**src/rtl/spi_pkg.sv**
```systemverilog
// Shared definitions for the SPI responder: mode and FSM state encodings,
// default frame width / synchronizer depth, and mode decode helpers.
package spi_pkg;

  localparam int DATA_W_DEF      = 8;
  localparam int SYNC_STAGES_DEF = 2;

  // {polarity, phase}
  typedef enum logic [1:0] {
    MODE0 = 2'd0,
    MODE1 = 2'd1,
    MODE2 = 2'd2,
    MODE3 = 2'd3
  } spi_mode_t;

  typedef enum logic [1:0] {
    IDLE  = 2'd0,
    LOAD  = 2'd1,
    SHIFT = 2'd2,
    DONE  = 2'd3
  } spi_state_t;

  // Idle level of spi_clk; leading edge is rising when this is 0.
  function automatic logic cpol(input spi_mode_t m);
    return m[1];
  endfunction

  // Sample on the trailing edge when set, on the leading edge otherwise.
  function automatic logic sample_on_trailing(input spi_mode_t m);
    return m[0];
  endfunction

endpackage

```
**src/rtl/spi_slave_if.sv**
```systemverilog
// Pin and host-side bundle of the SPI responder. The slave modport is the
// responder's view; the master modport is the view of whatever drives it.
interface spi_slave_if
  import spi_pkg::*;
#(
  parameter int DATA_W = DATA_W_DEF
);

  localparam int CNT_W = $clog2(DATA_W) + 1;

  logic              polarity;
  logic              phase;
  logic              spi_clk;
  logic              cs;
  logic              mosi;
  logic              miso;
  logic [DATA_W-1:0] data_wr;
  logic              wr_load;
  logic              wr_ready;
  logic [DATA_W-1:0] data_rd;
  logic              rd_valid;
  logic              busy;
  logic [1:0]        state;
  logic [CNT_W-1:0]  count;

  modport slave (
    input  polarity, phase, spi_clk, cs, mosi, data_wr, wr_load,
    output miso, wr_ready, data_rd, rd_valid, busy, state, count
  );

  modport master (
    output polarity, phase, spi_clk, cs, mosi, data_wr, wr_load,
    input  miso, wr_ready, data_rd, rd_valid, busy, state, count
  );

endinterface

```
**src/rtl/spi_edge_sync.sv**
```systemverilog
// Multi-flop synchronizer for an asynchronous pin plus a one-cycle
// rise/fall pulse detector on the synchronized level.
module spi_edge_sync
  import spi_pkg::*;
#(
  parameter int   STAGES  = SYNC_STAGES_DEF,
  parameter logic RST_VAL = 1'b0
) (
  input  logic clk,
  input  logic reset,
  input  logic d_i,
  output logic q_o,
  output logic rise_o,
  output logic fall_o
);

  logic [STAGES-1:0] sync_q;
  logic              prev_q;

  // Shift the pin through the synchronizer and keep the previous level.
  always_ff @(posedge clk or posedge reset) begin
    if (reset) begin
      sync_q <= {STAGES{RST_VAL}};
      prev_q <= RST_VAL;
    end else begin
      sync_q <= STAGES'({sync_q, d_i});
      prev_q <= sync_q[STAGES-1];
    end
  end

  assign q_o    = sync_q[STAGES-1];
  assign rise_o = q_o & ~prev_q;
  assign fall_o = ~q_o & prev_q;

endmodule

```
**src/rtl/spi_slave.sv**
```systemverilog
// SPI responder: oversamples spi_clk/cs/mosi in the clk domain, supports
// all four CPOL/CPHA modes, assembles MSB-first frames into data_rd with a
// rd_valid pulse and, when SPI_SLAVE_MISO_EN is defined, shifts a
// preloaded byte out on miso. Without SPI_SLAVE_MISO_EN it is
// receive-only: miso is tied to 1 and wr_ready to 0.
module spi_slave
  import spi_pkg::*;
#(
  parameter int DATA_W      = DATA_W_DEF,
  parameter int SYNC_STAGES = SYNC_STAGES_DEF
) (
  input  logic       clk,
  input  logic       reset,
  spi_slave_if.slave bus
);

  localparam int               CNT_W    = $clog2(DATA_W) + 1;
  localparam logic [CNT_W-1:0] CNT_FULL = CNT_W'(DATA_W);

  logic sclk_s, sclk_rise, sclk_fall;
  logic cs_s, cs_rise, cs_fall;
  logic mosi_s;
  logic lead_p, trail_p, sample_p, shift_p;
  logic unused_ok;

  logic [SYNC_STAGES-1:0] mosi_q;

  spi_state_t        state_q;
  spi_mode_t         mode_q;
  logic [CNT_W-1:0]  count_q;
  logic [DATA_W-1:0] rx_q;
  logic [DATA_W-1:0] data_rd_q;
  logic              rd_valid_q;

  spi_edge_sync #(.STAGES(SYNC_STAGES), .RST_VAL(1'b0)) u_sclk_sync (
    .clk    (clk),
    .reset  (reset),
    .d_i    (bus.spi_clk),
    .q_o    (sclk_s),
    .rise_o (sclk_rise),
    .fall_o (sclk_fall)
  );

  spi_edge_sync #(.STAGES(SYNC_STAGES), .RST_VAL(1'b1)) u_cs_sync (
    .clk    (clk),
    .reset  (reset),
    .d_i    (bus.cs),
    .q_o    (cs_s),
    .rise_o (cs_rise),
    .fall_o (cs_fall)
  );

  // mosi only needs the level, sampled on the synchronized spi_clk edges.
  always_ff @(posedge clk or posedge reset) begin
    if (reset) begin
      mosi_q <= '0;
    end else begin
      mosi_q <= SYNC_STAGES'({mosi_q, bus.mosi});
    end
  end

  assign mosi_s = mosi_q[SYNC_STAGES-1];

  // Edge roles follow the mode latched at the start of the frame.
  assign lead_p   = cpol(mode_q) ? sclk_fall : sclk_rise;
  assign trail_p  = cpol(mode_q) ? sclk_rise : sclk_fall;
  assign sample_p = sample_on_trailing(mode_q) ? trail_p : lead_p;
  assign shift_p  = sample_on_trailing(mode_q) ? lead_p  : trail_p;

`ifdef SPI_SLAVE_MISO_EN
  logic [DATA_W-1:0] tx_q;
  logic              miso_q;
  logic [DATA_W-1:0] buf_q, buf_d;
  logic              full_q, full_d;
  logic [DATA_W-1:0] tx_load;

  // An empty buffer sends all-ones.
  assign tx_load = full_q ? buf_q : '1;

  // LOAD always empties the buffer; a write in that same cycle refills it.
  always_comb begin
    buf_d  = buf_q;
    full_d = full_q;
    if (state_q == LOAD) begin
      full_d = 1'b0;
    end
    if (bus.wr_load && (!full_q || state_q == LOAD)) begin
      buf_d  = bus.data_wr;
      full_d = 1'b1;
    end
  end

  // TX holding buffer register.
  always_ff @(posedge clk or posedge reset) begin
    if (reset) begin
      buf_q  <= '0;
      full_q <= 1'b0;
    end else begin
      buf_q  <= buf_d;
      full_q <= full_d;
    end
  end

  assign bus.miso     = miso_q;
  assign bus.wr_ready = ~full_q;
  assign unused_ok    = ^{sclk_s, cs_rise};
`else
  assign bus.miso     = 1'b1;
  assign bus.wr_ready = 1'b0;
  assign unused_ok    = ^{sclk_s, cs_rise, shift_p, bus.data_wr, bus.wr_load};
`endif

  // Frame FSM: IDLE -> LOAD -> SHIFT -> DONE, with cs-high abort from SHIFT.
  always_ff @(posedge clk or posedge reset) begin
    if (reset) begin
      state_q    <= IDLE;
      mode_q     <= MODE0;
      count_q    <= CNT_FULL;
      rx_q       <= '0;
      data_rd_q  <= '0;
      rd_valid_q <= 1'b0;
`ifdef SPI_SLAVE_MISO_EN
      tx_q       <= '1;
      miso_q     <= 1'b1;
`endif
    end else begin
      rd_valid_q <= 1'b0;
      case (state_q)
        IDLE: begin
          count_q <= CNT_FULL;
`ifdef SPI_SLAVE_MISO_EN
          miso_q  <= 1'b1;
`endif
          if (cs_fall) begin
            mode_q  <= spi_mode_t'({bus.polarity, bus.phase});
            state_q <= LOAD;
          end
        end
        LOAD: begin
          count_q <= CNT_FULL;
`ifdef SPI_SLAVE_MISO_EN
          // Phase 0: the MSB must be on the line before the first sample.
          if (!sample_on_trailing(mode_q)) begin
            miso_q <= tx_load[DATA_W-1];
            tx_q   <= {tx_load[DATA_W-2:0], 1'b1};
          end else begin
            tx_q   <= tx_load;
          end
`endif
          state_q <= SHIFT;
        end
        SHIFT: begin
          if (cs_s) begin
            state_q <= IDLE;
            count_q <= CNT_FULL;
`ifdef SPI_SLAVE_MISO_EN
            miso_q  <= 1'b1;
`endif
          end else begin
            if (sample_p) begin
              rx_q    <= {rx_q[DATA_W-2:0], mosi_s};
              count_q <= count_q - CNT_W'(1);
              if (count_q == CNT_W'(1)) begin
                state_q <= DONE;
              end
            end
`ifdef SPI_SLAVE_MISO_EN
            // In phase 0 the MSB went out in LOAD, so a shift edge seen
            // before any sample is the previous frame's tail and is skipped.
            if (shift_p && (sample_on_trailing(mode_q) || count_q != CNT_FULL)) begin
              miso_q <= tx_q[DATA_W-1];
              tx_q   <= {tx_q[DATA_W-2:0], 1'b1};
            end
`endif
          end
        end
        DONE: begin
          data_rd_q  <= rx_q;
          rd_valid_q <= 1'b1;
          if (cs_s) begin
            state_q <= IDLE;
`ifdef SPI_SLAVE_MISO_EN
            miso_q  <= 1'b1;
`endif
          end else begin
            state_q <= LOAD;
          end
        end
        default: state_q <= IDLE;
      endcase
    end
  end

  assign bus.data_rd  = data_rd_q;
  assign bus.rd_valid = rd_valid_q;
  assign bus.busy     = (state_q != IDLE);
  assign bus.state    = state_q;
  assign bus.count    = count_q;

endmodule

```
**src/flat_wrapper.sv**
```systemverilog
// flat-port wrapper written by rule: the top's interface ports become plain ports
module spi_slave_flat import spi_pkg::*;
#(
  parameter int DATA_W      = DATA_W_DEF,
  parameter int SYNC_STAGES = SYNC_STAGES_DEF
)
  (clk, reset, bus_polarity, bus_phase, bus_spi_clk, bus_cs, bus_mosi, bus_data_wr, bus_wr_load, bus_miso, bus_wr_ready, bus_data_rd, bus_rd_valid, bus_busy, bus_state, bus_count);
  spi_slave_if #(.DATA_W(DATA_W)) bus_i ();
  input  logic clk;
  input  logic reset;
  input wire logic [$bits(bus_i.polarity)-1:0] bus_polarity;
  input wire logic [$bits(bus_i.phase)-1:0] bus_phase;
  input wire logic [$bits(bus_i.spi_clk)-1:0] bus_spi_clk;
  input wire logic [$bits(bus_i.cs)-1:0] bus_cs;
  input wire logic [$bits(bus_i.mosi)-1:0] bus_mosi;
  input wire logic [$bits(bus_i.data_wr)-1:0] bus_data_wr;
  input wire logic [$bits(bus_i.wr_load)-1:0] bus_wr_load;
  output wire logic [$bits(bus_i.miso)-1:0] bus_miso;
  output wire logic [$bits(bus_i.wr_ready)-1:0] bus_wr_ready;
  output wire logic [$bits(bus_i.data_rd)-1:0] bus_data_rd;
  output wire logic [$bits(bus_i.rd_valid)-1:0] bus_rd_valid;
  output wire logic [$bits(bus_i.busy)-1:0] bus_busy;
  output wire logic [$bits(bus_i.state)-1:0] bus_state;
  output wire logic [$bits(bus_i.count)-1:0] bus_count;
  assign bus_i.polarity = bus_polarity;
  assign bus_i.phase = bus_phase;
  assign bus_i.spi_clk = bus_spi_clk;
  assign bus_i.cs = bus_cs;
  assign bus_i.mosi = bus_mosi;
  assign bus_i.data_wr = bus_data_wr;
  assign bus_i.wr_load = bus_wr_load;
  assign bus_miso = bus_i.miso;
  assign bus_wr_ready = bus_i.wr_ready;
  assign bus_data_rd = bus_i.data_rd;
  assign bus_rd_valid = bus_i.rd_valid;
  assign bus_busy = bus_i.busy;
  assign bus_state = bus_i.state;
  assign bus_count = bus_i.count;
  spi_slave #(.DATA_W(DATA_W), .SYNC_STAGES(SYNC_STAGES)) u_core (.clk(clk), .reset(reset), .bus(bus_i));
endmodule
```
**config.mk**
```make
export PLATFORM = sky130hd
export DESIGN_NAME = spi_slave_flat
export DESIGN_NICKNAME = d
export VERILOG_FILES = /design/src/rtl/spi_pkg.sv /design/src/rtl/spi_slave_if.sv /design/src/rtl/spi_edge_sync.sv /design/src/rtl/spi_slave.sv /design/src/flat_wrapper.sv
export SDC_FILE = /design/constraint.sdc
export NUM_CORES = 1
export LEC_CHECK = 0
export ABC_AREA = 1
export CORE_MARGIN = 1
export CORE_UTILIZATION = 51
export DETAILED_ROUTE_END_ITERATION = 8
export PLACE_DENSITY = 0.84
export SYNTH_ARGS = -nofsm -noshare
export SYNTH_HDL_FRONTEND = slang
export SYNTH_SLANG_ARGS = --single-unit
```
**constraint.sdc**
```tcl
create_clock -name clk -period 2.8 [get_ports clk]
set_input_delay 0.56 -clock clk [delete_from_list [all_inputs] [get_ports clk]]
set_output_delay 0.56 -clock clk [all_outputs]
set_load 0.05 [all_outputs]
```
==> results.md, run 1 <==
* Status: finished, final reports clean
* Yosys reg bits at 33
* Count of cell types in the netlist at 18
* Crit start category: flop
* Max IR drop VDD at 648.2 µV
* Leak at between 0.7 and 0.8 nW
* # fillers at 206
* Required time of the critical path at roughly 2.2 ns
* Worst slew margin at between 50% and 60%
* Worst-path cell chain: nor2_1 -> inv_1 -> clkdlybuf4s50_1
* Register area share after synthesis at a little over three fifths
* Total gr overflow at 0
* Fin crit share at around 85%
* H-tree Lvls at 2
* DP HPWL at 1.644 mm
* Pwr Total at roughly 1.6 mW
* Ranking of synthesized cells by area: dfrtp_1 (55%), nand2_1 (11%), dfstp_2 (7.9%)
* Cell Area, Synth at roughly 1300 µm²
* Ant. Diodes at 0
* Yosys warns at 0
* Initial Utilization at 53.54%
* Initial antenna violation count at 0
* Share of the synthesized area in the top cell type at a little over half
* Clk root buf: clkbuf_4
* CTS tree: built
* Die X at ~53 µm
* Fmax at between 400 and 500 MHz
* R2r setup slk at around 1.5 ns
* Clock buffer count from CTS at 5
* Reg-to-Reg End: u_core.rx_q[3]$_DFFE_PP0P_
* Initial DRC Count at 12
* Core footprint at about 2500 µm²
* RSZ-0062 raised after global routing: false
* Crit Path Max Fanout at 6
* First-pass GRT wire length at between 3 and 4 mm
* Reg2reg start: u_core.mode_q[1]$_DFFE_PP0P_
* MaxCap Viol Count at 0
* Vias per Instance at 5.025
* Die area at about 2800 µm²
* Multi-input logic area at about 390 µm²
* Synthesized area per cell at around 9.5 µm²
* Gpl congestion at roughly 0.77
* Hold/Removal Path Class: reg -> reg
* DRT Pass-1 Iters at 4
* Setup TNS at 0 ns
* Vias in the first global route at 939
* DRC viols at 0
* Worst Hold Launch: u_core.u_sclk_sync.sync_q[0]$_DFF_PP0_
* Setup Fix Bufs, Post-CTS at 0
* Worst-margin pin slew at ~0.64 ns
* Clock latency on the worst-skew pair at ~0.33 ns
* Routed vias at ~1000
* Core Rows at 18
* Area growth, synth to finish at 23.58%
* IO Port Bufs at 22
* PwrDens at approximately 970 nW/µm²
* Crit Path Class: reg -> out
* Wire per inst at approximately 12 µm
* Routed Antenna Nets at 0
* Worst Hold End: u_core.u_sclk_sync.sync_q[1]$_DFF_PP0_
* Pin count of the biggest net entering global routing at 20
* Slowest cell on crit path: clkdlybuf4s50_1
* Top delay family on crit path: buffers and inverters
* Sink Count at 33
* Crit path DAT at 1.81 ns
* Hold_buf cts at 0
* GRT Resource Usage Total at a little over a fifth
* Die height at about 53 µm
* Routed wire length at about 2.3 mm
* Net Count, Synth at ~160
* Worst Hold Depth at 0
* Clk slew on worst S/H paths at around 0.1 ns
* Hold WS at around 0.36 ns
* Final hold violation count at 0
* Max incr delay on CP at just over 0.7 ns
* Final setup viols at 0
* Crit path buf inv count at 2
* Post-synthesis cell count at 140
* Skew final at roughly 0.0084 ns
* Resize count post-CTS at 0
* Worst R2R Path Depth at 6
* Post-synth top area cell: dfrtp_1
* Register Area at around 830 µm²
* Maximum clock insertion buffer count at 2
* Share of layout cells above drive strength 1 at between 10% and 20%
* Min Tclk post-route at approximately 2.4 ns
* Final slew viol count at 0
* CP Capture Type: output port
* Final nets at around 190
* IO Pins at 34
==> stage by stage <==
step	utilization, %	area, µm²	cells	worst slack, ns
2_1_floorplan	-	1326	140	1.065
3_3_place_gp	63.33	1569	190	0.8482
3_5_place_dp	63.33	1569	190	0.8213
4_1_cts	66.16	1639	198	0.4263
5_1_grt	66.16	1639	198	0.3768
6_report	66.16	1639	198	0.4306
==> cell families (layout without fill, tap and decap cells) <==
group / Yosys count / count (layout) / synth area share (%)
AND/OR/NAND/NOR: 55 / 55 / 17.74
flip-flops: 33 / 33 / 62.64
buffers and inverters: 25 / 53 / 8.207
AO/OA/AOI/OAI: 22 / 22 / 8.301
adder cells (fa/ha/maj): 2 / 2 / 1.886
other: 2 / 2 / 0.5662
XOR/XNOR: 1 / 1 / 0.6605
==> worst reg2reg max path: stages, from the launching register on <==
cell and delay, ns:
dfrtp_1 0.41, inv_1 0.10, nand2_1 0.06, nand3_1 0.09, nand2_2 0.08, nor2_4 0.30
o21ai_0 0.15
==> synth_stat cells, drive strengths merged <==
cell and instances:
buf 3, nor2 8, dfstp 4, nand2 40
nand3b 1, a21oi 5, nand3 6, inv 21
clkbuf 1, dfrtp 29, conb 2, ha 2
o21ai 17, xor2 1
==> flip-flops by register name (all words and copies together) (netlist names), 2 cells and up <==
register and count:
u_core.mode_q 2, u_core.rx_q 8, u_core.mosi_q 2, u_core.bus.data_rd 8, u_core.u_sclk_sync.sync_q 2, u_core.bus.state 2, u_core.bus.count 4, u_core.u_cs_sync.sync_q 2
==> where the power goes <==
group	switching [mW]	internal [mW]
Sequential	0.0755	0.579
Clock	0.153	0.145
Combinational	0.434	0.198
Total	0.662	0.922
==> worst max path at each step <==
stage	startpoint	to	slack [ns]	depth (start not counted)
after floorplan	u_core.bus.state[1]$_DFFE_PP0P_	bus_busy	1.07	2
after global placement	u_core.bus.state[1]$_DFFE_PP0P_	bus_busy	0.85	3
after detailed placement	u_core.bus.state[1]$_DFFE_PP0P_	bus_busy	0.82	3
after CTS	u_core.bus.state[1]$_DFFE_PP0P_	bus_busy	0.43	3
after global routing	u_core.bus.state[1]$_DFFE_PP0P_	bus_busy	0.38	3
final	u_core.bus.state[1]$_DFFE_PP0P_	bus_busy	0.43	3
==> routing by layer <==
metal	part of all wire (%)	track usage (%)	vias up
met5	0	0	-
met1	45	24.76	480
met4	2.5	9.211	0
met2	48	32.91	28
li1	-	-	478
met3	4.8	8.621	9
==> layout by cell type (no fill, tap or decap), drive strengths merged <==
cell | Yosys | layout
ha | 2 | 2
nand2 | 40 | 40
clkdlybuf4s50 | 0 | 22
conb | 2 | 2
dfstp | 4 | 4
inv | 21 | 21
clkbuf | 1 | 7
nand3 | 6 | 6
buf | 3 | 2
clkinv | 0 | 1
xor2 | 1 | 1
o21ai | 17 | 17
nor2 | 8 | 8
a21oi | 5 | 5
dfrtp | 29 | 29
nand3b | 1 | 1
==> cell type report <==
| type | instances | share of cell area [%] |
|---|---|---|
| inverters | 21 | 4.809 |
| clock buffers | 7 | 3.969 |
| well taps | 30 | 2.290 |
| multi-input cells | 82 | 23.59 |
| clock inverters | 1 | 0.3053 |
| repair buffers | 24 | 14.35 |
| flip-flops and latches | 33 | 50.69 |
No activity file was read; power rests on OpenSTA's default activity.
==> run 2, diff against run 1 <==
CORE_UTILIZATION = 47   (was 51)
PLACE_DENSITY = 0.78   (was 0.84)
clock period = 2.4 ns   (was 2.8 ns; I/O delays follow)
==> run 2 against run 1 <==
Net effect: combinational power up 15%; utilization decreased by 3.4 points; design area shrank 1.8%; count of clock-buffer cells in the layout up 1; sequential share of layout area up 0.91 points; register-to-register slack lost 0.41 ns; via count is 4.9% lower; die area increased by 8.2%; clock power shrank 4%; setup slack lost 0.28 ns; worst hold slack got worse by 0.0014 ns; total power increased by 12%; critical path type unchanged; critical endpoint unchanged.
==> results.md, run 2 (synthesized netlist as in run 1, its figures left out) <==
* Crit path to: bus_busy
* Leak at 0.7749 nW (-2.5%)
* Vias per Instance at 4.802 (-4.4%)
* IO Pins at 34 (unchanged)
* Levels on crit path at 3 (unchanged)
* Skew final at 0.005085 ns (-0.003292 ns)
* IO Port Bufs at 22 (unchanged)
* CP Capture Type: output port
* Worst R2R Path Depth at 6 (unchanged)
* Maximum clock insertion buffer count at 2 (unchanged)
* MaxCap Viol Count at 0 (unchanged)
* DRT Pass-1 Iters at 4 (unchanged)
* Initial Utilization at 51.66% (-1.9 points)
* Total gr overflow at 0 (unchanged)
* Initial antenna violation count at 0 (unchanged)
* Vias in the first global route at 912 (-2.9%)
* GRT Resource Usage Total at 18.27% (-2.6 points)
* Resize count post-CTS at 0 (unchanged)
* Pin count of the biggest net entering global routing at 34 (+70%)
* Reg power frac at 43.0% (+1.7 points)
* CTS tree: built
* Reg-to-Reg End: u_core.rx_q[3]$_DFFE_PP0P_
* Final hold violation count at 0 (unchanged)
* Finished layout cell area at 1610 µm² (-1.8%)
* Clk root buf: clkbuf_4
* Die area at 3038 µm² (+8.2%)
* Clock buffer count from CTS at 5 (unchanged)
* Final Util at 62.72% (-3.4 points)
* Fin crit share at between 90 and 100%
* Share of layout cells above drive strength 1 at 8.383% (-2.3 points)
* Pwr Total at 1.778 mW (+12%)
* Setup crit start: u_core.bus.state[1]$_DFFE_PP0P_
* Placed standard-cell area at 1562 µm² (-0.48%)
* Cell Int Power at 1.022 mW (+11%)
* Min Tclk post-route at about 2.2 ns
* Gpl congestion at 0.7158 (-7.3%)
* Worst-margin pin slew at 0.5003 ns (-0.1363 ns)
* Area growth, synth to finish at 21.41%
* Hold/Removal Path Class: reg -> reg
* Status: finished, final reports clean
* Crit path DAT at 1.77 ns (-0.04 ns)
* Hold_buf cts at 0 (unchanged)
* R2r setup slk at 1.06 ns (-0.41 ns)
* Sink Count at 33 (unchanged)
* Combinational group share of total power at 40.9% (+1.0 points)
* Top delay family on crit path: buffers and inverters
* Ant. Diodes at 0 (unchanged)
* Reg2reg start: u_core.mode_q[1]$_DFFE_PP0P_
* Clk slew on worst S/H paths at 0.10 ns (about the same)
* Crit start category: flop
* First-pass GRT wire length at 3.705 mm (-7.1%)
* H-tree Lvls at 2 (unchanged)
* Die height at 55.12 µm (+4.0%)
* Crit path buf inv count at 2 (unchanged)
* Final nets at 184 (-0.54%)
* Hold WS at 0.3541 ns (-0.001367 ns)
* DRC viols at 0 (unchanged)
* Switching part of the total at 42.51% (+0.71 points)
* Fmax at about 440 MHz
* PwrDens at 1104 nW/µm² (+14%)
* Crit Path Class: reg -> out
* Die X at 55.12 µm (+4.0%)
* Worst slew margin at 66.54% (+9.0 points)
* Most frequent cells in the layout: nand2_1 (38), dfrtp_1 (29), clkdlybuf4s50_1 (22)
* Max incr delay on CP at 0.80 ns (+0.09 ns)
* Core Rows at 18 (unchanged)
* Max IR drop VDD at 888.5 µV (+37%)
* Setup TNS at 0 ns (unchanged)
* Initial DRC Count at 9 (-3)
* Final slew viol count at 0 (unchanged)
* Commonest non-fill, non-tap cell in the layout: nand2_1
* Routed wire length at 2.185 mm (-5.8%)
* Core footprint at 2567 µm² (+3.6%)
* Required time of the critical path at 1.92 ns (-0.32 ns)
* Wire per inst at 11.09 µm (-5.3%)
* Slowest cell on crit path: clkdlybuf4s50_1
* Clk pwr share at 16.1% (-2.7 points)
* Routed Antenna Nets at 0 (unchanged)
* # fillers at 234 (+14%)
* NetSw at 0.7556 mW (+14%)
* Final setup viols at 0 (unchanged)
* RSZ-0062 raised after global routing: false
* DP HPWL at 1.549 mm (-5.8%)
* Routed vias at 946 (-4.9%)
* Setup Fix Bufs, Post-CTS at 0 (unchanged)
* Worst-path cell chain: nor2_1 -> inv_1 -> clkdlybuf4s50_1
* Clock latency on the worst-skew pair at 0.32 ns (about the same)
* Crit Path Max Fanout at 6 (unchanged)
run 2: cell count changes in the layout (fill, tap and decap cells not counted), sizes merged:
cell / before / now
clkinv: 1 / 0
buf: 2 / 1
clkbuf: 7 / 8
run 2: per-layer routing:
metal,vias up,routed length [µm],part of all wire (%),GRT usage (%)
met2,25,1062,49,29.12
met1,441,991,45,21.93
met3,4,109,5.0,5.191
met4,0,21,0.96,10.83
met5,-,0,0,0
li1,476,-,-,-
run 2: stage by stage:
| stage | worst slack [ns] | cells |
|---|---|---|
| floorplan | 0.7455 | 140 |
| global placement | 0.5496 | 189 |
| detailed placement | 0.5104 | 189 |
| CTS | 0.1471 | 197 |
| global route | 0.07076 | 197 |
| finish | 0.1519 | 197 |
run 2: area by class of cell:
cell class | count | area (µm²) | area share, %
Inverter | 21 | 78.83 | 4.895
Multi-Input combinational cell | 82 | 386.6 | 24.01
Timing Repair Buffer | 23 | 227.7 | 14.14
Tap cell | 30 | 37.54 | 2.331
Clock buffer | 8 | 48.80 | 3.030
Sequential cell | 33 | 830.8 | 51.59
run 2: worst register-to-register path, stage by stage, from the launching register on:
cell and delay [ns]:
dfrtp_1 0.42, inv_1 0.11, nand2_1 0.07, nand3_1 0.09
nand2_2 0.08, nor2_4 0.30, o21ai_0 0.14
run 2: worst min-delay path by stage:
stage / from / to / cells past startpoint / slack, ns
floorplan: u_core.mosi_q[0]$_DFF_PP0_ / u_core.mosi_q[1]$_DFF_PP0_ / 0 / 0.33
global placement: u_core.u_sclk_sync.sync_q[0]$_DFF_PP0_ / u_core.u_sclk_sync.sync_q[1]$_DFF_PP0_ / 0 / 0.33
detailed placement: u_core.u_sclk_sync.sync_q[0]$_DFF_PP0_ / u_core.u_sclk_sync.sync_q[1]$_DFF_PP0_ / 0 / 0.33
CTS: u_core.u_sclk_sync.sync_q[0]$_DFF_PP0_ / u_core.u_sclk_sync.sync_q[1]$_DFF_PP0_ / 0 / 0.36
global route: u_core.mosi_q[0]$_DFF_PP0_ / u_core.mosi_q[1]$_DFF_PP0_ / 0 / 0.37
finish: u_core.u_sclk_sync.sync_q[0]$_DFF_PP0_ / u_core.u_sclk_sync.sync_q[1]$_DFF_PP0_ / 0 / 0.35
run 2: power by group through the flow:
stage	Clock, mW	Sequential [mW]	Combinational (mW)
4_1_cts	0.297	0.764	0.733
2_1_floorplan	0	0.965	0.320
5_1_grt	0.318	0.776	0.794
3_5_place_dp	0	0.774	0.728
3_3_place_gp	0	0.763	0.708
6_report	0.286	0.765	0.727
==> run 3, diff against run 2 <==
ABC_AREA = not set   (was 1)
==> run 3 against run 2 <==
Net effect: sequential share of layout area down 2.0 points; fmax rose by 0.33%; non-clock buffer count did not move; area after synthesis is 1.3% higher.
==> results.md, run 3 <==
* Status: finished, final reports clean
* # fillers at 220 (-6.0%)
* Synthesized area per cell at 14.15 µm² (+49%)
* Final hold violation count at 0 (unchanged)
* Crit Path Class: reg -> out
* Switching part of the total at 30.07% (-12 points)
* Clock latency on the worst-skew pair at 0.34 ns (+0.02 ns)
* First-pass GRT wire length at 3.926 mm (+6.0%)
* EDFF count, synth at 0 (unchanged)
* Initial DRC Count at 14 (+5)
* Yosys warns at 0 (unchanged)
* Initial Utilization at 49.15% (-2.5 points)
* Sink Count at 33 (unchanged)
* Die area at 3077 µm² (+1.3%)
* Predominant post-synthesis flop cell: dfrtp_1
* Maximum clock insertion buffer count at 2 (unchanged)
* IO Port Bufs at 22 (unchanged)
* Ranking of synthesized cells by area: dfrtp_1 (54%), mux2_4 (8.9%), mux2_2 (8.4%)
* Ant. Diodes at 0 (unchanged)
* Count of cell types in the netlist at 28 (+10)
* Placed standard-cell area at 1592 µm² (+1.9%)
* Total gr overflow at 0 (unchanged)
* Cell Area, Synth at 1344 µm² (+1.3%)
* Final nets at 140 (-24%)
* Post-synthesis cell count at 95 (-32%)
* Worst-margin pin slew at 0.5263 ns (+0.02599 ns)
* Setup TNS at 0 ns (unchanged)
* MaxCap Viol Count at 0 (unchanged)
* Most frequent cells in the layout: dfrtp_1 (29), clkdlybuf4s50_1 (22), mux2_2 (10)
* Routed wire length at 2.159 mm (-1.2%)
* Share of layout cells above drive strength 1 at 28.46% (+20 points)
* Most frequent cell after synthesis: dfrtp_1
* Reg power frac at 45.9% (+2.9 points)
* Vias in the first global route at 851 (-6.7%)
* Commonest non-fill, non-tap cell in the layout: dfrtp_1
* Max IR drop VDD at 824.1 µV (-7.2%)
* DP HPWL at 1.465 mm (-5.4%)
* Core Rows at 19 (+1)
* Register area share after synthesis at 61.82% (-0.82 points)
* CP Capture Type: output port
* Clock buffer count from CTS at 5 (unchanged)
* RSZ-0062 raised after global routing: false
* Finished layout cell area at 1677 µm² (+4.1%)
* Post-synth top area cell: dfrtp_1
* NetSw at 0.4377 mW (-42%)
* Area growth, synth to finish at 24.77%
* IO Pins at 34 (unchanged)
* Gpl congestion at 0.7418 (+3.6%)
* Yosys reg bits at 33 (unchanged)
* GRT Resource Usage Total at 17.22% (-1.0 points)
* CTS tree: built
* Cell Int Power at 1.018 mW (-0.40%)
* Die X at 55.47 µm (+0.63%)
* Combinational group share of total power at 24.3% (-17 points)
* Setup Fix Bufs, Post-CTS at 0 (unchanged)
* Routed Antenna Nets at 0 (unchanged)
* H-tree Lvls at 2 (unchanged)
* DRT Pass-1 Iters at 4 (unchanged)
* Clk slew on worst S/H paths at 0.09 ns (about the same)
* Final slew viol count at 0 (unchanged)
* Die height at 55.47 µm (+0.63%)
* DRC viols at 0 (unchanged)
* PwrDens at 868.2 nW/µm² (-21%)
* Final setup viols at 0 (unchanged)
* Wire per inst at 14.02 µm (+26%)
* Net Count, Synth at 113 (-28%)
* Worst slew margin at 64.22% (-2.3 points)
* Resize count post-CTS at 0 (unchanged)
* Min Tclk post-route at 2.241 ns (-0.007370 ns)
* Crit start category: flop
* Crit path DAT at 1.76 ns (about the same)
* Crit Path Max Fanout at 5 (-1)
* Fmax at 446.3 MHz (+0.33%)
* Hold/Removal Path Class: reg -> reg
* Share of the synthesized area in the top cell type at 54.00% (-0.71 points)
* Vias per Instance at 5.143 (+7.1%)
* Top cells by count, synth: dfrtp_1 (29), mux2_2 (10), mux2_4 (8)
* Initial antenna violation count at 0 (unchanged)
* Routed vias at 792 (-16%)
* Leak at 0.8078 nW (+4.2%)
* Pin count of the biggest net entering global routing at 34 (unchanged)
* Hold_buf cts at 0 (unchanged)
* Clk pwr share at 29.8% (+14 points)
* Core footprint at 2734 µm² (+6.5%)
* R2r setup slk at 0.58 ns (-0.48 ns)
* Required time of the critical path at 1.92 ns (about the same)
* Post-synth ARST share at 100.0% (unchanged)
* Skew final at 0.006126 ns (+0.001041 ns)
* Pwr Total at 1.456 mW (-18%)
* Clk root buf: clkbuf_4
* Fin crit share at 93.36% (-0.31 points)
-- run 3: cells by family after synthesis --
group,count (synthesis),share of synthesized area (%)
DFF,33,61.83
and+or+nand+nor,22,10.24
muxes,19,18.34
buffers and inverters,9,3.072
AOI/OAI and AO/OA,7,3.446
adders and majority gates,2,1.862
other,2,0.5589
xor gates and xnor gates,1,0.6519
-- run 3: worst paths after layout --
| path | endpoint | from | depth (start not counted) |
|---|---|---|---|
| min reg2reg | u_core.u_cs_sync.sync_q[1]$_DFF_PP1_ | u_core.u_cs_sync.sync_q[0]$_DFF_PP1_ | 0 |
| max | bus_busy | u_core.bus.state[0]$_DFFE_PP0P_ | 3 |
| min | u_core.u_cs_sync.sync_q[1]$_DFF_PP1_ | u_core.u_cs_sync.sync_q[0]$_DFF_PP1_ | 0 |
| min in group asynchronous | u_core.rx_q[4]$_DFFE_PP0P_ | reset | 3 |
| max in group asynchronous | u_core.bus.count[3]$_DFFE_PP1P_ | reset | 3 |
| max reg2reg | u_core.rx_q[4]$_DFFE_PP0P_ | u_core.mode_q[1]$_DFFE_PP0P_ | 4 |
-- run 3: area by class of cell --
type / instances / area (µm²) / area share, %
Clock buffer: 7 / 55.05 / 3.284
Clock inverter: 1 / 30.03 / 1.791
Inverter: 6 / 22.52 / 1.343
Multi-Input combinational cell: 53 / 471.7 / 28.13
Sequential cell: 33 / 830.8 / 49.55
Tap cell: 31 / 38.79 / 2.313
Timing Repair Buffer: 23 / 227.7 / 13.58
-- run 3: per-layer routing --
| layer | up-vias | wire (µm) | part of all wire, % | GRT usage [%] |
|---|---|---|---|---|
| met5 | - | 0 | 0 | 0 |
| met4 | 0 | 63 | 2.9 | 11.43 |
| met3 | 7 | 83 | 3.8 | 5.152 |
| met2 | 17 | 1049 | 49 | 25.99 |
| met1 | 395 | 962 | 45 | 21.43 |
| li1 | 373 | - | - | - |
-- run 3: per-stage QoR --
step                cells  hold WS (ns)  util (%)  setup slack, ns
floorplan              95        0.3312         -           0.7292
global placement      146        0.3365     58.22           0.5490
detailed placement    146        0.3418     58.22           0.5164
CTS                   154        0.3630     61.33           0.1344
global route          154        0.3702     61.33          0.06043
finish                154        0.3624     61.33           0.1593
-- run 3: worst max-delay path, cell delays in order (launching register included) --
cell and delay, ns:
dfrtp_1 0.46, inv_1 0.10, nand2_1 0.07, clkdlybuf4s50_1 0.80
-- run 3: power by group through the flow --
stage	sequential [mW]	clock, mW	combinational, mW
after detailed placement	0.679	0	0.357
after CTS	0.668	0.444	0.357
after floorplan	0.764	0	0.168
after global placement	0.675	0	0.348
after global routing	0.680	0.465	0.375
final	0.669	0.433	0.354
